<file path="config.mk">
export PLATFORM = sky130hd
export DESIGN_NAME = sbox_bram_arbiter
export DESIGN_NICKNAME = d
export VERILOG_FILES = /design/src/rtl/sbox_arb_pkg.sv /design/src/rtl/rr_pick2.sv /design/src/rtl/sbox_bram_arbiter.sv
export SDC_FILE = /design/constraint.sdc
export NUM_CORES = 1
export LEC_CHECK = 0
export BUFFER_PORTS_ARGS = -buffer_cell sky130_fd_sc_hd__buf_2
export CAP_MARGIN = 15
export CORE_AREA = 2 2 92 94
export CTS_CLUSTER_DIAMETER = 120
export DETAILED_ROUTE_END_ITERATION = 10
export DIE_AREA = 0 0 94 96
export PLACE_DENSITY = 0.76
export SETUP_SLACK_MARGIN = 0.2
export SYNTH_ARGS = -nofsm -noshare
export SYNTH_HDL_FRONTEND = slang
export SYNTH_HIERARCHICAL = 1
export SYNTH_SLANG_ARGS = --single-unit
</file>
<file path="constraint.sdc">
create_clock -name clk -period 6.6 [get_ports clk]
set_clock_uncertainty 0.2 [all_clocks]
set_input_delay 1.65 -clock clk [delete_from_list [all_inputs] [get_ports clk]]
set_output_delay 1.65 -clock clk [all_outputs]
set_load 0.02 [all_outputs]
</file>
<file path="src/rtl/sbox_arb_pkg.sv">
// Shared constants and tag record for the S-box BRAM lookup arbiter.
package sbox_arb_pkg;

    localparam int NREQ      = 4;
    localparam int ADDR_W    = 10;
    localparam int DATA_W    = 8;
    localparam int BRAM_LAT  = 2;
    // Wide enough for any practical requester count; unused upper bits stay zero.
    localparam int TAG_IDX_W = 8;

    typedef struct packed {
        logic                 vld;
        logic [TAG_IDX_W-1:0] idx;
    } tag_t;

endpackage

</file>
<file path="src/rtl/rr_pick2.sv">
// Combinational two-grant round-robin picker: first valid from ptr -> A, second -> B.
module rr_pick2 #(
    parameter int NREQ  = 4,
    parameter int IDX_W = 2
) (
    input  logic [NREQ-1:0]  valid,
    input  logic [IDX_W-1:0] ptr,
    output logic             a_vld,
    output logic [IDX_W-1:0] a_idx,
    output logic             b_vld,
    output logic [IDX_W-1:0] b_idx
);

    always_comb begin
        int unsigned idx;
        idx   = 0;
        a_vld = 1'b0;
        a_idx = '0;
        b_vld = 1'b0;
        b_idx = '0;
        for (int unsigned k = 0; k < NREQ; k++) begin
            idx = (int'(ptr) + k) % NREQ;
            if (valid[idx]) begin
                if (!a_vld) begin
                    a_vld = 1'b1;
                    a_idx = IDX_W'(idx);
                end else if (!b_vld) begin
                    b_vld = 1'b1;
                    b_idx = IDX_W'(idx);
                end
            end
        end
    end

endmodule

</file>
<file path="src/rtl/sbox_bram_arbiter.sv">
// Shares one dual-port S-box BRAM between NREQ requesters, two lookups per cycle,
// responses three cycles after acceptance.
module sbox_bram_arbiter #(
    parameter int NREQ   = sbox_arb_pkg::NREQ,
    parameter int ADDR_W = sbox_arb_pkg::ADDR_W,
    parameter int DATA_W = sbox_arb_pkg::DATA_W
) (
    input  logic                     clk,
    input  logic                     rst,
    input  logic                     flush,
    input  logic [NREQ-1:0]          req_valid,
    input  logic [NREQ*ADDR_W-1:0]   req_addr,
    output logic [NREQ-1:0]          req_ready,
    output logic [NREQ-1:0]          resp_valid,
    output logic [NREQ*DATA_W-1:0]   resp_data,
    output logic [ADDR_W-1:0]        bram_addr_a,
    output logic [ADDR_W-1:0]        bram_addr_b,
    output logic                     bram_en,
    output logic                     bram_rst,
    input  logic [DATA_W-1:0]        bram_doa,
    input  logic [DATA_W-1:0]        bram_dob,
    output logic                     busy
);
    import sbox_arb_pkg::*;

    localparam int IDX_W = (NREQ > 1) ? $clog2(NREQ) : 1;

    logic [NREQ-1:0]        pick_valid;
    logic                   a_vld;
    logic                   b_vld;
    logic [IDX_W-1:0]       a_idx;
    logic [IDX_W-1:0]       b_idx;

    logic [IDX_W-1:0]       rr_ptr_q, rr_ptr_d;
    tag_t                   tag_a_q [BRAM_LAT];
    tag_t                   tag_a_d [BRAM_LAT];
    tag_t                   tag_b_q [BRAM_LAT];
    tag_t                   tag_b_d [BRAM_LAT];
    logic [NREQ-1:0]        resp_valid_q, resp_valid_d;
    logic [NREQ*DATA_W-1:0] resp_data_q, resp_data_d;

    // No grants at all while flushing or in reset.
    assign pick_valid = (flush || rst) ? '0 : req_valid;

    rr_pick2 #(
        .NREQ  (NREQ),
        .IDX_W (IDX_W)
    ) u_pick (
        .valid (pick_valid),
        .ptr   (rr_ptr_q),
        .a_vld (a_vld),
        .a_idx (a_idx),
        .b_vld (b_vld),
        .b_idx (b_idx)
    );

    always_comb begin
        req_ready = '0;
        if (a_vld) req_ready[a_idx] = 1'b1;
        if (b_vld) req_ready[b_idx] = 1'b1;
        bram_addr_a = a_vld ? req_addr[a_idx*ADDR_W +: ADDR_W] : '0;
        bram_addr_b = b_vld ? req_addr[b_idx*ADDR_W +: ADDR_W] : '0;
    end

    always_comb begin
        rr_ptr_d = rr_ptr_q;
        if (b_vld) begin
            rr_ptr_d = (b_idx == IDX_W'(NREQ-1)) ? '0 : b_idx + 1'b1;
        end else if (a_vld) begin
            rr_ptr_d = (a_idx == IDX_W'(NREQ-1)) ? '0 : a_idx + 1'b1;
        end
    end

    always_comb begin
        tag_a_d[0].vld = a_vld;
        tag_a_d[0].idx = TAG_IDX_W'(a_idx);
        tag_b_d[0].vld = b_vld;
        tag_b_d[0].idx = TAG_IDX_W'(b_idx);
        for (int unsigned s = 1; s < BRAM_LAT; s++) begin
            tag_a_d[s] = tag_a_q[s-1];
            tag_b_d[s] = tag_b_q[s-1];
        end
        if (flush) begin
            for (int unsigned s = 0; s < BRAM_LAT; s++) begin
                tag_a_d[s].vld = 1'b0;
                tag_b_d[s].vld = 1'b0;
            end
        end
    end

    // Last tag stage lines up with the BRAM output register.
    always_comb begin
        resp_valid_d = '0;
        resp_data_d  = resp_data_q;
        if (!flush) begin
            for (int unsigned i = 0; i < NREQ; i++) begin
                if (tag_a_q[BRAM_LAT-1].vld && tag_a_q[BRAM_LAT-1].idx == TAG_IDX_W'(i)) begin
                    resp_valid_d[i]                  = 1'b1;
                    resp_data_d[i*DATA_W +: DATA_W] = bram_doa;
                end
                if (tag_b_q[BRAM_LAT-1].vld && tag_b_q[BRAM_LAT-1].idx == TAG_IDX_W'(i)) begin
                    resp_valid_d[i]                  = 1'b1;
                    resp_data_d[i*DATA_W +: DATA_W] = bram_dob;
                end
            end
        end
    end

    always_ff @(posedge clk or posedge rst) begin
        if (rst) begin
            rr_ptr_q     <= '0;
            resp_valid_q <= '0;
            resp_data_q  <= '0;
            for (int unsigned s = 0; s < BRAM_LAT; s++) begin
                tag_a_q[s] <= '0;
                tag_b_q[s] <= '0;
            end
        end else begin
            rr_ptr_q     <= rr_ptr_d;
            resp_valid_q <= resp_valid_d;
            resp_data_q  <= resp_data_d;
            for (int unsigned s = 0; s < BRAM_LAT; s++) begin
                tag_a_q[s] <= tag_a_d[s];
                tag_b_q[s] <= tag_b_d[s];
            end
        end
    end

    always_comb begin
        logic tags_live;
        tags_live = 1'b0;
        for (int unsigned s = 0; s < BRAM_LAT; s++) begin
            tags_live = tags_live | tag_a_q[s].vld | tag_b_q[s].vld;
        end
        bram_en = a_vld | b_vld | tags_live;
        busy    = tags_live | (|resp_valid_q);
    end

    assign resp_valid = resp_valid_q;
    assign resp_data  = resp_data_q;
    assign bram_rst   = rst;

endmodule

</file>
==> reports/qor.csv, run 1 <==
metric,value,unit
status,completed,
P&R area growth vs syn,25.70,%
vias in the first global route,3017,
Inserted Clock Buffers,5,
slew margin rel.,32.52,%
Netlist cell types,56,
Reg2Reg Depth,12,
DP Wirelength,6818,um
Nets,498,
Post-Place Setup Slack,115.6,ps
Clock Pin Slew Worst Setup and Hold Paths,80,ps
1st-iter DRT viols,137,
post-route ant nets,0,
hold_buf cts,0,
Syn Std Cell Area,0.003602,mm2
setup_tns,0,ps
Max Slew Vio Count,0,
unrepaired setup endpoints after global routing,false,
dpl cell area,0.004333,mm2
R2R Path End,rr_ptr_q[1],
H-tree levels,2,
PwrDens,307.6,mW/mm2
Starting Density,44.74,%
Tmin final,6275,ps
CP required,4750,ps
total grt overflow,0,
Routed Wire Length,9253,um
Peak Freq,159.4,MHz
Rows,33,
Avg Vias per Cell,5.731,
Mean Syn Cell Area,11.89,um2
CP Capture Type,output pin,
total number of vias,3043,
Worst Tran Pin Value,1011,ps
Worst Hold End,tag_b_q[1],
CTS tree,done,
PortBufs,125,
post-synthesis sequential area ratio,34.73,%
Post-synth EDFFs,0,
DR pass1 iterations,4,
ratio of cells with drive above 1 in the final layout,58.22,%
crit path kind,in2out,
YS warnings,6,
largest net degree at the start of global routing,51,
Register Area,0.001251,mm2
Worst Hold Depth,0,
Hold Path Origin,tag_b_d[1],
Final Core Density,56.24,%
Async SR Flop Fraction,100.0,%
Die W,94,um
Antenna Cells,0,
post-synth net total,376,
Reg-to-Reg Start,rr_ptr_q[1],
Worst VDD drop,0.0001530,V
post-route setup slack,324.7,ps
die area,0.009024,mm2
Yosys reg bits,50,
Yosys top cell area share,34.73,%
DRC,0,
"area leader, netlist",dfrtp_1,
ys flop type,dfrtp_1,
"Hold Violations, Final",0,
crit start category,input pin,
# setup viols final,0,
CP max FO,8,
GPL Wtd Cong,0.8360,
final period utilization,95.08,%
Root Buffer,clkbuf_8,
"Clk Latency, worst-skew pair",300,ps
I/O pins,126,
Post-Syn Instances,303,
Max Buffers Root-to-Sink,2,
Max Cap Viol,0,
worst reg2reg setup slack,3240,ps
"top cells by area, synth","dfrtp_1 35%, mux2_2 19%, mux4_2 13%, and2_1 4.2%, ha_1 3.5%",
multi-input combinational cell area,0.002260,mm2
clk sinks,50,
FILL cells,706,
GRT Overall Usage,19.92,%
Routed wire per std cell,17.43,um
first-pass GRT wire length,14200,um
Leak,2.118,nW
HP Class,reg2reg,
Die H,96,um
Worst EP arrival,4430,ps
fin area,0.004528,mm2
hold slack,153.6,ps
core area,0.008051,mm2
initial antenna violation count,0,
[power by group]
group          internal, W  switching (W)  total (W)
Combinational     0.000334       0.000363   0.000696
Sequential        0.000394      0.0000877   0.000482
Clock             0.000114       0.000101   0.000215
Total             0.000842       0.000551    0.00139
[state kept, by name, indices dropped and copies added, names as in the netlist]
signal / count
tag_b_q: 4
resp_valid: 4
tag_a_q: 4
tag_b_d: 2
rr_ptr_q: 2
resp_data: 32
tag_a_d: 2
[worst max path at each step]
stage | startpoint | endpoint | depth (start not counted)
6_report | rst | bram_addr_a[2] | 14
5_1_grt | rst | bram_addr_a[1] | 13
4_1_cts | rst | bram_addr_a[2] | 10
3_5_place_dp | rst | bram_addr_b[0] | 9
3_3_place_gp | rst | bram_addr_b[0] | 9
2_1_floorplan | flush | bram_addr_a[1] | 15
[synthesized netlist by cell type (2+ instances only)]
cell,n
a21o_1,2
or4bb_1,2
nand2_1,8
a31oi_1,2
dfrtp_1,50
inv_1,10
nor4bb_1,4
o21ai_0,5
nand2b_1,5
nor2b_1,5
clkbuf_1,8
buf_2,12
buf_4,2
mux2i_1,5
mux4_2,21
a22o_1,4
mux2_2,62
nand3b_1,4
o211ai_1,3
and2_1,24
o31ai_1,2
a21oi_2,3
ha_1,10
a21oi_1,8
and3b_1,3
or3b_1,2
nand3_1,2
nor2_1,7
[metal layers]
| layer | GRT usage [%] | wire length [um] |
|---|---|---|
| met1 | 24.58 | 3774 |
| met5 | 0 | 0 |
| met3 | 3.602 | 687 |
| met4 | 5.676 | 152 |
| met2 | 35.83 | 4639 |
[cells by family (layout without fill, tap and decap cells)]
logic type | after synthesis | after routing | share of synthesized area [%]
fa+ha+maj | 10 | 10 | 3.473
mux | 88 | 88 | 33.90
compound gates | 42 | 43 | 8.857
simple gates | 78 | 78 | 14.42
flops | 50 | 50 | 34.73
buf+inv | 34 | 156 | 4.376
xor+xnor | 1 | 1 | 0.2432
[cell type report]
cell class                      instances  share of cell area [%]
Clock inverter                          3                  0.9671
Tap cell                              105                   2.901
Sequential cell                        50                   27.63
Inverter                               10                  0.8290
Clock buffer                            5                   1.520
Timing Repair Buffer                  138                   16.25
Multi-Input combinational cell        220                   49.90
[what timing repair did]
item,CTS,global route
hold endpoints to repair,0,0
cloned,0,1
setup buffers,1,2
endpoints found under the setup margin,12,24
resized for setup,0,11
pin swaps,1,3
[worst max-delay path: stages]
cell,delay [ps]
buf_2,130
nor2_4,50
and2_4,160
nor2b_4,130
a211oi_2,240
a31oi_1,100
buf_4,210
ha_1,170
mux2i_1,170
o211ai_1,200
a32o_4,450
mux4_2,440
and2_1,170
buf_2,160
[through the flow]
step / total power (W) / std cells
after CTS: 0.001359 / 528
after global placement: 0.001113 / 519
after floorplan: 0.0009447 / 303
after detailed placement: 0.001138 / 519
final: 0.001393 / 531
after global routing: 0.001482 / 531
[placed cells by master, fill, tap and decap left out, drive strengths merged, types with 2 or more instances in the layout]
master / netlist / layout
inv: 10 / 11
nor4bb: 4 / 4
ha: 10 / 10
or3b: 3 / 3
nor2b: 5 / 5
o31ai: 2 / 2
buf: 16 / 138
a21oi: 12 / 12
mux4: 21 / 21
o311ai: 2 / 2
dfrtp: 50 / 50
nor2: 7 / 7
and2: 24 / 24
nand3b: 4 / 4
nand2b: 5 / 5
a21o: 2 / 2
o211ai: 3 / 3
o21ai: 5 / 5
a22o: 4 / 4
a32o: 1 / 2
or4bb: 2 / 2
nand2: 8 / 8
and3b: 3 / 3
clkbuf: 8 / 5
mux2i: 5 / 5
nand3: 3 / 3
mux2: 62 / 62
a31oi: 2 / 2
No activity file was read; power rests on OpenSTA's default activity.
==> inputs of run 2 (changes only) <==
- CELL_PAD_IN_SITES_DETAIL_PLACEMENT: unset -> 1
- CELL_PAD_IN_SITES_GLOBAL_PLACEMENT: unset -> 1
- CORE_AREA: 2 2 92 94 -> 2 2 96 98
- DIE_AREA: 0 0 94 96 -> 0 0 98 100
- PLACE_DENSITY: 0.76 -> unset
- PLACE_DENSITY_LB_ADDON: unset -> 0.1
- clock period: 6.6 -> 7.5 ns (I/O delays scaled with it)
==> run 2 against run 1 <==
- core utilization is 5.7 points lower
- count of clock-buffer cells in the layout is 1 higher
- critical path depth is 2 lower
- non-clock buffer count is 1 lower
- final cell count is 0.75% higher
- sequential power is 13% lower
- worst setup slack better by 180 ps
- design area is 0.83% lower
- register-to-register slack better by 630 ps
- largest power group unchanged
- critical endpoint is now bram_addr_b[6]
- first-iteration DRC count is 46% lower
==> reports/qor.csv, run 2 (synthesized netlist as in run 1, its figures left out) <==
metric,value,unit,change
Tmin final,6993,ps,
final period utilization,93.24,%,
CP max FO,15,,was 8
"Hold Violations, Final",0,,unchanged
Root Buffer,clkbuf_8,,unchanged
hold_buf cts,0,,unchanged
I/O pins,126,,unchanged
Post-Place Setup Slack,355.2,ps,was 115.6 ps
sequential share of power,35.4,%,was 34.6%
"Clk Latency, worst-skew pair",300,ps,about the same
worst reg2reg setup slack,3870,ps,was 3240 ps
core area,0.008890,mm2,was 0.008051 mm2
Max Slew Vio Count,0,,unchanged
CP required,5430,ps,was 4750 ps
Antenna Cells,0,,unchanged
# setup viols final,0,,unchanged
cell internal pwr,0.0007245,W,was 0.0008416 W
crit path kind,in2out,,unchanged
Avg Vias per Cell,5.471,,was 5.731
Starting Density,40.52,%,was 44.74%
unrepaired setup endpoints after global routing,false,,unchanged
Worst Tran Pin Value,826.1,ps,was 1011 ps
CTS tree,done,,unchanged
Clock Pin Slew Worst Setup and Hold Paths,80,ps,about the same
Die W,98,um,was 94 um
Worst VDD drop,0.0001216,V,was 0.0001530 V
crit start category,input pin,,unchanged
Routed Wire Length,9354,um,was 9253 um
Nets,496,,was 498
GPL Wtd Cong,0.7705,,was 0.8360
Leak,2.098,nW,was 2.118 nW
total number of vias,2927,,was 3043
ratio of cells with drive above 1 in the final layout,56.13,%,was 58.22%
DP Wirelength,6946,um,was 6818 um
total grt overflow,0,,unchanged
slew margin rel.,44.93,%,was 32.52%
H-tree levels,2,,unchanged
share of power burned in combinational logic,48.9,%,was 50.0%
"commonest non-fill, non-tap cell in the layout",buf_2,,unchanged
PortBufs,125,,unchanged
Sw Pwr,0.0004558,W,was 0.0005514 W
PwrDens,262.8,mW/mm2,was 307.6 mW/mm2
post-route setup slack,507.3,ps,was 324.7 ps
Rows,35,,was 33
sw frac,38.61,%,was 39.59%
GRT Overall Usage,19.33,%,was 19.92%
first-pass GRT wire length,15390,um,was 14200 um
Routed wire per std cell,17.48,um,was 17.43 um
setup_tns,0,ps,unchanged
clk sinks,50,,unchanged
DR pass1 iterations,4,,unchanged
post-route ant nets,0,,unchanged
hold slack,151.5,ps,was 153.6 ps
fin area,0.004491,mm2,was 0.004528 mm2
status,completed,,unchanged
clock share of power,15.7,%,was 15.4%
die area,0.009800,mm2,was 0.009024 mm2
most frequent cells in the layout,"125 x buf_2, 62 x mux2_2, 50 x dfrtp_1, 24 x and2_1, 21 x mux4_2",,"was 125 x buf_2, 62 x mux2_2, 50 x dfrtp_1, 21 x mux4_2, 20 x and2_1"
Peak Freq,143.0,MHz,
HP Class,reg2reg,,unchanged
DRC,0,,unchanged
Die H,100,um,was 96 um
1st-iter DRT viols,74,,was 137
Max Buffers Root-to-Sink,2,,unchanged
Max Cap Viol,0,,unchanged
CP Capture Type,output pin,,unchanged
dpl cell area,0.004339,mm2,was 0.004333 mm2
vias in the first global route,3092,,was 3017
P&R area growth vs syn,24.66,%,was 25.70%
initial antenna violation count,0,,unchanged
max reg flops,32,,unchanged
Worst EP arrival,4920,ps,was 4430 ps
Inserted Clock Buffers,5,,unchanged
largest net degree at the start of global routing,51,,unchanged
==> run 2: cell count changes in the layout (fill, tap and decap cells not counted), sizes merged <==
cell and change:
a32o -1, clkbuf +1, clkinvlp +1, inv -1, buf -1, clkinv -1
==> run 2: metal layers <==
layer	global-route usage, %	wire length, um	vias up
met2	36.62	5019	78
li1	-	-	1374
met5	0	0	-
met4	4.487	97	0
met3	3.273	416	7
met1	22.86	3820	1468
==> run 2: final cells by class <==
type                            count  area [um2]
Clock inverter                      2       37.54
Timing Repair Buffer              137       740.7
Tap cell                          111       138.9
Fill cell                        1004        4399
Multi-Input combinational cell    219        2212
Sequential cell                    50        1251
Inverter                           10       37.54
Clock buffer                        6       72.57
==> run 2: path summary, 6_finish.rpt <==
path,end,start,depth (start not counted)
hold / removal,tag_a_q[1],tag_a_d[1],0
setup reg to reg,rr_ptr_q[1],rr_ptr_q[1],12
hold reg to reg,tag_a_q[1],tag_a_d[1],0
min in group asynchronous,tag_a_q[8],rst,2
setup / recovery,bram_addr_b[6],rst,12
max in group asynchronous,resp_data[23],rst,3
==> run 2: worst max-delay path, cell delays in order <==
cell and delay, ps:
buf_2 100, nor2_1 70, and2_1 260, buf_4 210, and3b_1 160, a2111oi_1 720, o2111ai_1 300, o311ai_4 180
buf_12 210, mux4_2 500, and2_1 180, buf_2 150
==> run 2: timing repair <==
| action | in CTS | in global routing |
|---|---|---|
| setup endpoints to repair | 0 | 22 |
| buffers inserted | 0 | 1 |
| gates resized for setup | 0 | 1 |
==> run 2: metrics by stage <==
stage                     total power, W  cells  utilization, %
after floorplan                0.0008245    303               -
after global placement         0.0009920    525           48.81
after detailed placement        0.001006    525           48.81
after CTS                       0.001195    533           50.05
after global routing            0.001269    535           50.51
final                           0.001180    535           50.51
==> run 2: power groups by stage <==
stage | sequential [W] | combinational [W] | clock (W)
floorplan | 0.000477 | 0.000348 | 0
global placement | 0.000421 | 0.000571 | 0
detailed placement | 0.000425 | 0.000581 | 0
CTS | 0.000420 | 0.000583 | 0.000192
global route | 0.000435 | 0.000627 | 0.000207
finish | 0.000418 | 0.000577 | 0.000185
==> inputs of run 3 (changes only) <==
- CORE_AREA: 2 2 96 98 -> 2 2 100 102
- DIE_AREA: 0 0 98 100 -> 0 0 102 104
- SYNTH_HIERARCHICAL: 1 -> unset
==> run 3 against run 2 <==
- maximum frequency increased by 2.9%
- register-to-register slack got worse by 300 ps
- combinational power up 28%
- non-clock buffer count up 2
- hold slack better by 1.6 ps
- area after synthesis is 7.1% higher
- critical endpoint is now bram_addr_b[3]
- via count is 31% higher
- largest cell class unchanged
- core utilization shrank 1.5 points
- count of clock-buffer cells in the layout is 1 lower
- routed wire length rose by 29%
==> reports/qor.csv, run 3 <==
metric,value,unit,change
status,completed,,unchanged
post-route ant nets,0,,unchanged
Routed Wire Length,12090,um,was 9354 um
# setup viols final,0,,unchanged
Async SR Flop Fraction,100.0,%,unchanged
dpl cell area,0.004521,mm2,was 0.004339 mm2
DR pass1 iterations,4,,unchanged
Starting Density,40.38,%,was 40.52%
fin area,0.004681,mm2,was 0.004491 mm2
Worst VDD drop,0.00009771,V,was 0.0001216 V
Max Buffers Root-to-Sink,2,,unchanged
Root Buffer,clkbuf_8,,unchanged
ys flop type,dfrtp_1,,unchanged
core area,0.009549,mm2,was 0.008890 mm2
post-synth net total,499,,was 376
Leak,2.293,nW,was 2.098 nW
DRC,0,,unchanged
Clock Pin Slew Worst Setup and Hold Paths,80,ps,about the same
total grt overflow,0,,unchanged
"top cells by area, synth","dfrtp_1 32%, mux2i_1 13%, a21oi_1 4.9%, nor2_1 4.9%, a22oi_1 4.1%",,"was dfrtp_1 35%, mux2_2 19%, mux4_2 13%, and2_1 4.2%, ha_1 3.5%"
Rows,36,,was 35
Peak Freq,147.1,MHz,was 143.0 MHz
initial antenna violation count,0,,unchanged
Routed wire per std cell,18.13,um,was 17.48 um
post-CTS resize count,0,,unchanged
max reg flops,32,,unchanged
CP max FO,24,,was 15
post-synthesis sequential area ratio,32.45,%,was 34.73%
Yosys top cell area share,32.45,%,was 34.73%
PwrDens,304.0,mW/mm2,was 262.8 mW/mm2
GPL Wtd Cong,0.7887,,was 0.7705
Reg-to-Reg Start,rr_ptr_q[0],,was rr_ptr_q[1]
Post-synth EDFFs,0,,unchanged
H-tree levels,2,,unchanged
setup_tns,0,ps,unchanged
DP Wirelength,8884,um,was 6946 um
total number of vias,3832,,was 2927
CP required,5430,ps,about the same
I/O pins,126,,unchanged
Tmin final,6796,ps,was 6993 ps
"Hold Violations, Final",0,,unchanged
crit start category,input pin,,unchanged
CTS tree,done,,unchanged
crit path kind,in2out,,unchanged
Antenna Cells,0,,unchanged
Mean Syn Cell Area,8.989,um2,was 11.89 um2
Worst Tran Pin Value,1080,ps,was 826.1 ps
first-pass GRT wire length,19540,um,was 15390 um
Worst EP arrival,4720,ps,was 4920 ps
HP Class,reg2reg,,unchanged
clk sinks,50,,unchanged
P&R area growth vs syn,21.38,%,was 24.66%
Die H,104,um,was 100 um
Hold Path Origin,tag_b_d[1],,was tag_a_d[1]
YS warnings,0,,was 6
Nets,603,,was 496
slew margin rel.,27.76,%,was 44.93%
worst setup path start,req_valid[2],,was rst
1st-iter DRT viols,107,,was 74
"commonest non-fill, non-tap cell in the layout",buf_2,,unchanged
most frequent cells in the layout,"125 x buf_2, 52 x mux2i_1, 50 x nor2_1, 50 x dfrtp_1, 38 x a21oi_1",,"was 125 x buf_2, 62 x mux2_2, 50 x dfrtp_1, 24 x and2_1, 21 x mux4_2"
unrepaired setup endpoints after global routing,false,,unchanged
die area,0.01061,mm2,was 0.009800 mm2
"count leader, synth",mux2i_1,,was mux2_2
Avg Vias per Cell,5.745,,was 5.471
Setup Buffers After CTS,0,,unchanged
vias in the first global route,3886,,was 3092
Yosys reg bits,50,,unchanged
hold_buf cts,0,,unchanged
Syn Std Cell Area,0.003856,mm2,was 0.003602 mm2
Die W,102,um,was 98 um
Netlist cell types,64,,was 56
"Clk Latency, worst-skew pair",300,ps,about the same
Commonest cells post-synth,"52 x mux2i_1, 50 x dfrtp_1, 50 x nor2_1, 38 x a21oi_1",,"was 62 x mux2_2, 50 x dfrtp_1, 24 x and2_1, 21 x mux4_2, 12 x buf_2"
CP Capture Type,output pin,,unchanged
Inserted Clock Buffers,5,,unchanged
ratio of cells with drive above 1 in the final layout,31.84,%,was 56.13%
Max Slew Vio Count,0,,unchanged
PortBufs,125,,unchanged
final period utilization,90.62,%,was 93.24%
GRT Overall Usage,22.73,%,was 19.33%
"area leader, netlist",dfrtp_1,,unchanged
Max Cap Viol,0,,unchanged
Post-Syn Instances,429,,was 303
largest net degree at the start of global routing,51,,unchanged
==> run 3: changes by cell type after synthesis, moves of 21 or more <==
cell	before	now
a22oi_1	0	21
a21oi_1	8	38
mux2i_1	5	52
and2_1	24	3
mux2_2	62	1
nor2_1	7	50
==> run 3: cell type report <==
type                    count  area [um2]
fillers                  1166        4868
multi-input cells         326        2354
flip-flops and latches     50        1251
repair buffers            139       730.7
well taps                 133       166.4
clock buffers               5       68.82
clock inverters             3       68.82
inverters                  11       41.29
==> run 3: final timing paths <==
kind / slack [ps] / endpoint / cells past startpoint
setup / recovery: 700 / bram_addr_b[3] / 11
hold / removal: 150 / tag_b_q[1] / 0
setup reg to reg: 3570 / rr_ptr_q[1] / 10
hold reg to reg: 150 / tag_b_q[1] / 0
max in group asynchronous: 4820 / resp_data[27] / 2
min in group asynchronous: 1650 / resp_data[13] / 2
==> run 3: cells by family after synthesis <==
kind of cell	synth area share, %
compound gates	25.47
xor+xnor	0.6815
fa+ha+maj	2.271
buf+inv	6.522
flops	32.45
mux	15.64
simple gates	16.97
==> run 3: metal layers <==
metal  wire length (um)  global-route usage [%]
met3                560                   3.159
met4                148                   4.952
met2               6285                   41.31
met1               5099                   28.09
met5                  0                       0
==> run 3: metrics by stage <==
stage	cells	total power, W	setup slack (ps)	hold WS [ps]	util, %
4_1_cts	664	0.001433	717.7	156.0	48.78
3_5_place_dp	656	0.001210	730.9	135.8	47.34
3_3_place_gp	656	0.001182	856.8	132.7	47.34
2_1_floorplan	429	0.0009685	1298	131.2	-
6_report	667	0.001423	703.7	153.1	49.02
5_1_grt	667	0.001528	517.2	164.1	49.02
==> run 3: worst max-delay path: stages <==
cell	delay, ps
buf_2	220
mux4_1	520
and2_1	200
ha_1	210
nand2_1	90
o32a_1	180
o2111ai_2	150
o22ai_4	650
a31oi_1	120
a221oi_2	280
buf_2	210
==> run 3: power by group <==
part           total, W  internal (W)  switching [W]
sequential     0.000462      0.000375      0.0000871
combinational  0.000738      0.000275       0.000462
clock          0.000223      0.000134      0.0000897
total           0.00142      0.000784       0.000639
